### src/rtl/vga_timing_gen.sv
// VGA raster timing generator: clock-enable pixel divider, h/v counters, and registered
// sync/blanking/strobe outputs decoded from the next counter state.
module vga_timing_gen #(
  parameter int CLK_DIV    = 2,
  parameter int H_VIDEO    = 640,
  parameter int H_FRONTP   = 16,
  parameter int H_PULSE    = 96,
  parameter int H_BACKP    = 48,
  parameter int V_VIDEO    = 480,
  parameter int V_FRONTP   = 10,
  parameter int V_PULSE    = 2,
  parameter int V_BACKP    = 33,
  parameter bit H_SYNC_POL = 1'b0,
  parameter bit V_SYNC_POL = 1'b0,
  parameter int CW         = 11
) (
  input  logic          clk,
  input  logic          rst,
  output logic          pix_tick,
  output logic          hsync,
  output logic          vsync,
  output logic          video_on,
  output logic [CW-1:0] x,
  output logic [CW-1:0] y,
  output logic          line_start,
  output logic          frame_start
);

  localparam int H_TOTAL  = H_VIDEO + H_FRONTP + H_PULSE + H_BACKP;
  localparam int V_TOTAL  = V_VIDEO + V_FRONTP + V_PULSE + V_BACKP;
  localparam int HS_START = H_VIDEO + H_FRONTP;
  localparam int HS_END   = HS_START + H_PULSE;
  localparam int VS_START = V_VIDEO + V_FRONTP;
  localparam int VS_END   = VS_START + V_PULSE;
  localparam int DW       = (CLK_DIV > 1) ? $clog2(CLK_DIV) : 1;

  if (CLK_DIV < 1) begin : g_bad_div
    $error("vga_timing_gen: CLK_DIV must be >= 1");
  end
  if (H_VIDEO == 0 || H_FRONTP == 0 || H_PULSE == 0 || H_BACKP == 0 ||
      V_VIDEO == 0 || V_FRONTP == 0 || V_PULSE == 0 || V_BACKP == 0) begin : g_bad_timing
    $error("vga_timing_gen: timing parameters must be non-zero");
  end
  if (H_TOTAL >= 2**CW || V_TOTAL >= 2**CW) begin : g_bad_width
    $error("vga_timing_gen: H_TOTAL/V_TOTAL do not fit in CW bits");
  end

  logic [DW-1:0] div_q, div_d;
  logic [CW-1:0] h_q, h_d, v_q, v_d;
  logic          tick_d;
  logic          pix_tick_q, hsync_q, vsync_q, video_on_q, line_start_q, frame_start_q;
  logic          hs_act_d, vs_act_d, video_d;

  always_comb begin
    tick_d = (div_q == DW'(CLK_DIV - 1));
    div_d  = tick_d ? '0 : div_q + 1'b1;
    h_d    = h_q;
    v_d    = v_q;
    if (tick_d) begin
      if (h_q == CW'(H_TOTAL - 1)) begin
        h_d = '0;
        if (v_q == CW'(V_TOTAL - 1)) v_d = '0;
        else                         v_d = v_q + 1'b1;
      end else begin
        h_d = h_q + 1'b1;
      end
    end
  end

  // Decode from the next counter state so outputs land on the same edge as the counters.
  always_comb begin
    hs_act_d = (h_d >= CW'(HS_START)) && (h_d < CW'(HS_END));
    vs_act_d = (v_d >= CW'(VS_START)) && (v_d < CW'(VS_END));
    video_d  = (h_d < CW'(H_VIDEO)) && (v_d < CW'(V_VIDEO));
  end

  always_ff @(posedge clk or posedge rst) begin
    if (rst) begin
      div_q         <= '0;
      h_q           <= '0;
      v_q           <= '0;
      pix_tick_q    <= 1'b0;
      hsync_q       <= ~H_SYNC_POL;
      vsync_q       <= ~V_SYNC_POL;
      video_on_q    <= 1'b0;
      line_start_q  <= 1'b0;
      frame_start_q <= 1'b0;
    end else begin
      div_q         <= div_d;
      h_q           <= h_d;
      v_q           <= v_d;
      pix_tick_q    <= tick_d;
      hsync_q       <= hs_act_d ? H_SYNC_POL : ~H_SYNC_POL;
      vsync_q       <= vs_act_d ? V_SYNC_POL : ~V_SYNC_POL;
      video_on_q    <= video_d;
      // Strobes need a tick, so the (0,0) position left by reset never pulses.
      line_start_q  <= tick_d && (h_d == '0);
      frame_start_q <= tick_d && (h_d == '0) && (v_d == '0);
    end
  end

  assign pix_tick    = pix_tick_q;
  assign hsync       = hsync_q;
  assign vsync       = vsync_q;
  assign video_on    = video_on_q;
  assign x           = h_q;
  assign y           = v_q;
  assign line_start  = line_start_q;
  assign frame_start = frame_start_q;

endmodule
### config.mk
export PLATFORM = sky130hd
export DESIGN_NAME = vga_timing_gen
export DESIGN_NICKNAME = d
export VERILOG_FILES = /design/src/rtl/vga_timing_gen.sv
export SDC_FILE = /design/constraint.sdc
export NUM_CORES = 1
export LEC_CHECK = 0
export ABC_AREA = 1
export ABC_CLOCK_PERIOD_IN_PS = 2250
export BUFFER_PORTS_ARGS = -buffer_cell sky130_fd_sc_hd__clkbuf_2
export CORE_UTILIZATION = 30
export DETAILED_ROUTE_END_ITERATION = 6
export REMOVE_ABC_BUFFERS = 1
export SLEW_MARGIN = 20
export SYNTH_ARGS = -nofsm -noshare
export SYNTH_HDL_FRONTEND = slang
export SYNTH_SLANG_ARGS = --single-unit
export TNS_END_PERCENT = 50
### constraint.sdc
create_clock -name clk -period 2.25 [get_ports clk]
set_clock_uncertainty 0.2 [all_clocks]
set_input_delay 0.225 -clock clk [delete_from_list [all_inputs] [get_ports clk]]
set_output_delay 0.225 -clock clk [all_outputs]
set_load 0.005 [all_outputs]
* Word level (Yosys, flattened, before mapping)
Cells that the tools add are included.
** Operators by class
- Add/subtract/negate cells :: 3
- Reduce and logical (&&, ||, !) cells :: 7
- Multiplexer cells :: 8
- Equal/unequal tests :: 2
- Magnitude comparators :: 6
** Operator list (number)
- $mux 11 :: 5
- $add 11x1->11 const B :: 2
- $eq 11x10->1 const B :: 2
- $logic_not 11->1 :: 2
- $lt 11x10->1 const B :: 2
- $lt 11x9->1 const B :: 2
- $ge 11x10->1 const B :: 1
- $ge 11x9->1 const B :: 1
- $logic_and 1x1->1 :: 5
- $mux 1 :: 3
- $add 1x1->1 const B :: 1
** Word-level totals
- Register bits :: 29
- Input bits :: 2
- Output and inout port bits :: 28

* Depth between registers and ports, before layout
- Depth in word-level cells :: 7
- Gate-level depth with buffers :: 14
- Mapped depth without buffers :: 14

* Worst setup path before layout
No wires, ideal clock.
- Path kind :: register -> register
- Start :: register h_q[0] (netlist: x[0])
- End :: register video_on_q (netlist: video_on)
- Data required time :: 1.934 ns
- Library setup time :: 0.116 ns
- Path buffers :: 0
- Stages on the path, launching flop included :: 15
- Slack :: 0.383 ns
- Arrival time :: 1.551 ns
- Period minus slack after synthesis :: 1.867 ns
- Cell sequence :: dfrtp_1 ha_1 nand2_2 nor2_4 inv_2 nor2_4 nand2_1 nand3_1 nand2_1 nand2_2 nand2_2 inv_2 nand2_1 nor2_1 nor2_1
** Between the ends
- Word-level cells in the longest chain between the ends :: 5
** Ends and longest elaborated chain
- from (decl) :: RTL line 49 : logic [CW-1:0] h_q, h_d, v_q, v_d;
- from (signal assigned) :: RTL line 80 : h_q <= '0;
- from (signal assigned) :: RTL line 90 : h_q <= h_d;
- $add 11x1->11 or $eq 11x10->1 (tied branches) :: RTL line 65, 60
- $mux 11 :: RTL line 60 : if (h_q == CW'(H_TOTAL - 1)) begin
- $mux 11 :: RTL line 59 : if (tick_d) begin
- $lt 11x10->1 or $lt 11x9->1 (tied branches) :: RTL line 74 : video_d = (h_d < CW'(H_VIDEO)) && (v_d < CW'(V_VIDEO));
- $logic_and 1x1->1 (*) :: RTL line 74
- net video_d :: RTL line 52 : logic hs_act_d, vs_act_d, video_d;
- to (signal assigned) :: RTL line 95 : video_on_q <= video_d;
- to (decl) :: RTL line 51 : logic pix_tick_q, hsync_q, vsync_q, video_on_q, line_start_q, frame_start_q;
Mark *: on every way through the listed nets, which the timed path passes. The rest lies on a longest branch.

* Worst setup path after layout
- Start :: register h_q[0] (netlist: x[0])
- End :: register frame_start_q (netlist: frame_start)
** Between the ends
- Word-level cells in the longest chain between the ends :: 6
** Ends and longest elaborated chain
- $add 11x1->11 or $eq 11x10->1 (tied branches) :: RTL line 65, 60
- $mux 11 :: RTL line 60
- $mux 11 :: RTL line 59
- $logic_not 11->1 :: RTL line 98 : frame_start_q <= tick_d && (h_d == '0) && (v_d == '0);
- $logic_and 1x1->1 :: RTL line 98
- $logic_and 1x1->1 (*) :: RTL line 98
- to (signal assigned) :: RTL line 98
- to (decl) :: RTL line 51
Every way passes the cells marked *; elsewhere a longest branch is shown, timed or not.

==> results.toml <==
[die]
rows = 27
start_util_pct = 31.88
ios = 30
core_um2 = 5675
die_y_um = 79.66
die_w_um = 79.66
dieArea_um2 = 6346

[global_routing]
antenna_found_initial = 0
grt.overflow.total = 0
track_usage_pct = 16.17
grt_pass1_vias = 1691
grt_max_degree = 30
grt_pass1_wl_um = 7755

[clock_network]
cts_tree = "yes"
clock_latency_ps = 290
cts_made_buffers = 5
cts.sinks = 29
root_buffer = "clkbuf_8"
htreeDepth = 2
clock_path_buffers = 2
cts.reportedPaths.clkPinSlew_ps = 60

[yosys]
syn_area_um2 = 1809
synthFlopType = "dfrtp_1"
synth-seq-area-share_pct = 40.25
synthCells = 260
async_flop_share_pct = 100.0
ys_ff_latch = 29
synth_edf_count = 0
yosysUniqueCellTypes = 24
syn_avg_cell_area_um2 = 6.959
synth_warnings = 0

[routing]
vias_per_cell = 4.689
dr_wl_met2_um = 2057
drt_pre_antenna_iters = 4
top_layer_used = "met4"
routedWlPerCell_um = 11.99
wirelength_um = 4507
wl_met3_um = 241
drt_iter0_markers = 73
vias = 1763
wl_met1_um = 2121
drc_errors = 0
detail-route-antenna-nets = 0

[cells_and_area]
fin_area_um2 = 2213
layout-drive-gt1-share_pct = 23.36
fin_cells = 376
nNetsFinal = 309
area_growth_pct = 22.34
n_antenna_cell = 0

[worst_setup_path]
critical_path.top_delay_family = "simple AND/OR/NAND/NOR gates"
path_buf_inv = 1
slowest_delay_ps = 400
critPathLaunchType = "flop"
worstPathRequired_ps = 2270
slowest_stage = "dfrtp_1"
cpMostUsedCell = "nand2_2"
crit_arrival_ps = 2130
path_cells = "ha_2 > nand2_2 > nor2_4 > nand2_2 > nor2_4 > buf_6 > nand3_2 > nand2_1 > nand2_1 > nand2_2 > nand2_2 > nor2_2 > nand3_1 > nor2_1"
path_max_fanout = 5
critPathKind = "flop to flop"
crit_path_end_kind = "flop"

[sta]
max_freq_mhz = 473.0
setup_viol_count_final = 0
fin_crit_sh_pct = 93.97
hold_viol_final = 0
holdWs_ps = 328.1
slew_violations = 0
relSlewSlack_pct = 64.28
rsz0062_at_grt = "yes"
tightest_slew_ps = 531.7
min_period_ps = 2114

[place]
io_buffers = 29
dpl.hpwl_um = 3480
dp_cells = 364
place_congestion = 0.8763
place_area_um2 = 2067

[pwr]
power_density_nw_per_um2 = 441.9
p_leak_nw = 1.247
vdd.ir_drop.worst_mv = 0.2338
power.total_mw = 0.9780

[flow_run]
drv_cap = 0

[hold_path]
holdCritPathClass = "flop to flop"

[outcome]
status = "finished clean"
==> routing by layer <==
layer | track usage (%) | up-vias
met5 | 0 | -
met3 | 4.000 | 9
met4 | 7.636 | 0
met2 | 25.64 | 53
li1 | - | 897
met1 | 20.42 | 804
==> report_power, final <==
part	switching (mW)	internal, mW
clock network	0.201	0.242
registers	0	0.522
logic	0.0104	0.00302
==> cells by family after synthesis <==
logic type / Yosys count / synth area share (%)
simple gates: 159 / 40.46
compound gates: 14 / 4.564
fa+ha+maj: 3 / 2.075
buf+inv: 52 / 11.20
xor+xnor: 3 / 1.453
flops: 29 / 40.25
==> through the flow <==
stage | setup TNS (ps) | setup slack, ps | utilization (%)
6_report | 0 | 135.6 | 39.00
5_1_grt | -129.6 | -60.26 | 39.00
4_1_cts | 0 | 47.94 | 38.12
3_5_place_dp | 0 | 84.23 | 36.42
3_3_place_gp | 0 | 107.5 | 36.42
2_1_floorplan | 0 | 274.3 | -
==> path summary, 6_finish.rpt <==
| check | start | to | slack [ps] | depth (start not counted) |
|---|---|---|---|---|
| setup / recovery | x[0]$_DFF_PP0_ | frame_start$_DFF_PP0_ | 140 | 14 |
| hold / removal | div_q$_DFF_PP0_ | pix_tick$_DFF_PP0_ | 330 | 0 |
| setup reg to reg | x[0]$_DFF_PP0_ | frame_start$_DFF_PP0_ | 140 | 14 |
| hold reg to reg | div_q$_DFF_PP0_ | pix_tick$_DFF_PP0_ | 330 | 0 |
| max in group asynchronous | rst | hsync$_DFF_PP1_ | 1200 | 4 |
| min in group asynchronous | rst | div_q$_DFF_PP0_ | 340 | 4 |
==> final cells by class <==
type                       instances  area [µm²]
timing repair buffer              39       224.0
sequential                        29       728.2
multi-input combinational        179       897.1
tap                               72       90.09
clock buffer                       7       86.33
inverter                          50       187.7
fill                             615        3462
==> placed cells by master (no fill, tap or decap), types with 2 or more instances in the layout <==
master    instances
clkbuf_8          6
nand2_2           6
nor2_4            3
o21bai_1          2
ha_1              2
a21o_1            2
dfrtp_1          27
nand2_1          63
buf_4             7
nor2_1           35
clkbuf_2         29
o21ai_0           3
o21ai_1           5
dfstp_2           2
nor2_2            4
nand3_2           4
inv_2             5
nand4_1           7
nor3_1            6
nand3_1          29
xor2_1            2
inv_1            45
==> sequential cells by signal (all words and copies together), names as in the netlist <==
name,flops
div_q,1
pix_tick,1
video_on,1
hsync,1
vsync,1
frame_start,1
line_start,1
y,11
x,11
==> what timing repair did <==
action | in CTS | in global routing
setup endpoints to repair | 0 | 5
hold endpoints to repair | 27 | 0
buffers inserted | 0 | 3
hold buffers | 1 | 0
resized for setup | 0 | 7
==> synth_stat cells (2+ instances only) <==
library cell	instances	share of area [%]
nor3_1	6	1.7
nand3_1	29	8.0
a21o_1	2	0.83
nor2_2	2	0.69
nand2_2	6	2.1
dfrtp_1	27	37
o21bai_1	2	0.83
xor2_1	3	1.5
nor2_4	3	1.9
inv_1	46	9.5
o21ai_0	3	0.83
dfstp_2	2	2.9
nand2_1	63	13
ha_1	3	2.1
nand3_2	4	2.2
nor2_1	37	7.7
inv_2	4	0.83
nand4_1	7	2.4
o21ai_1	6	1.7
Note: power is estimated with default switching activity, not from simulation.
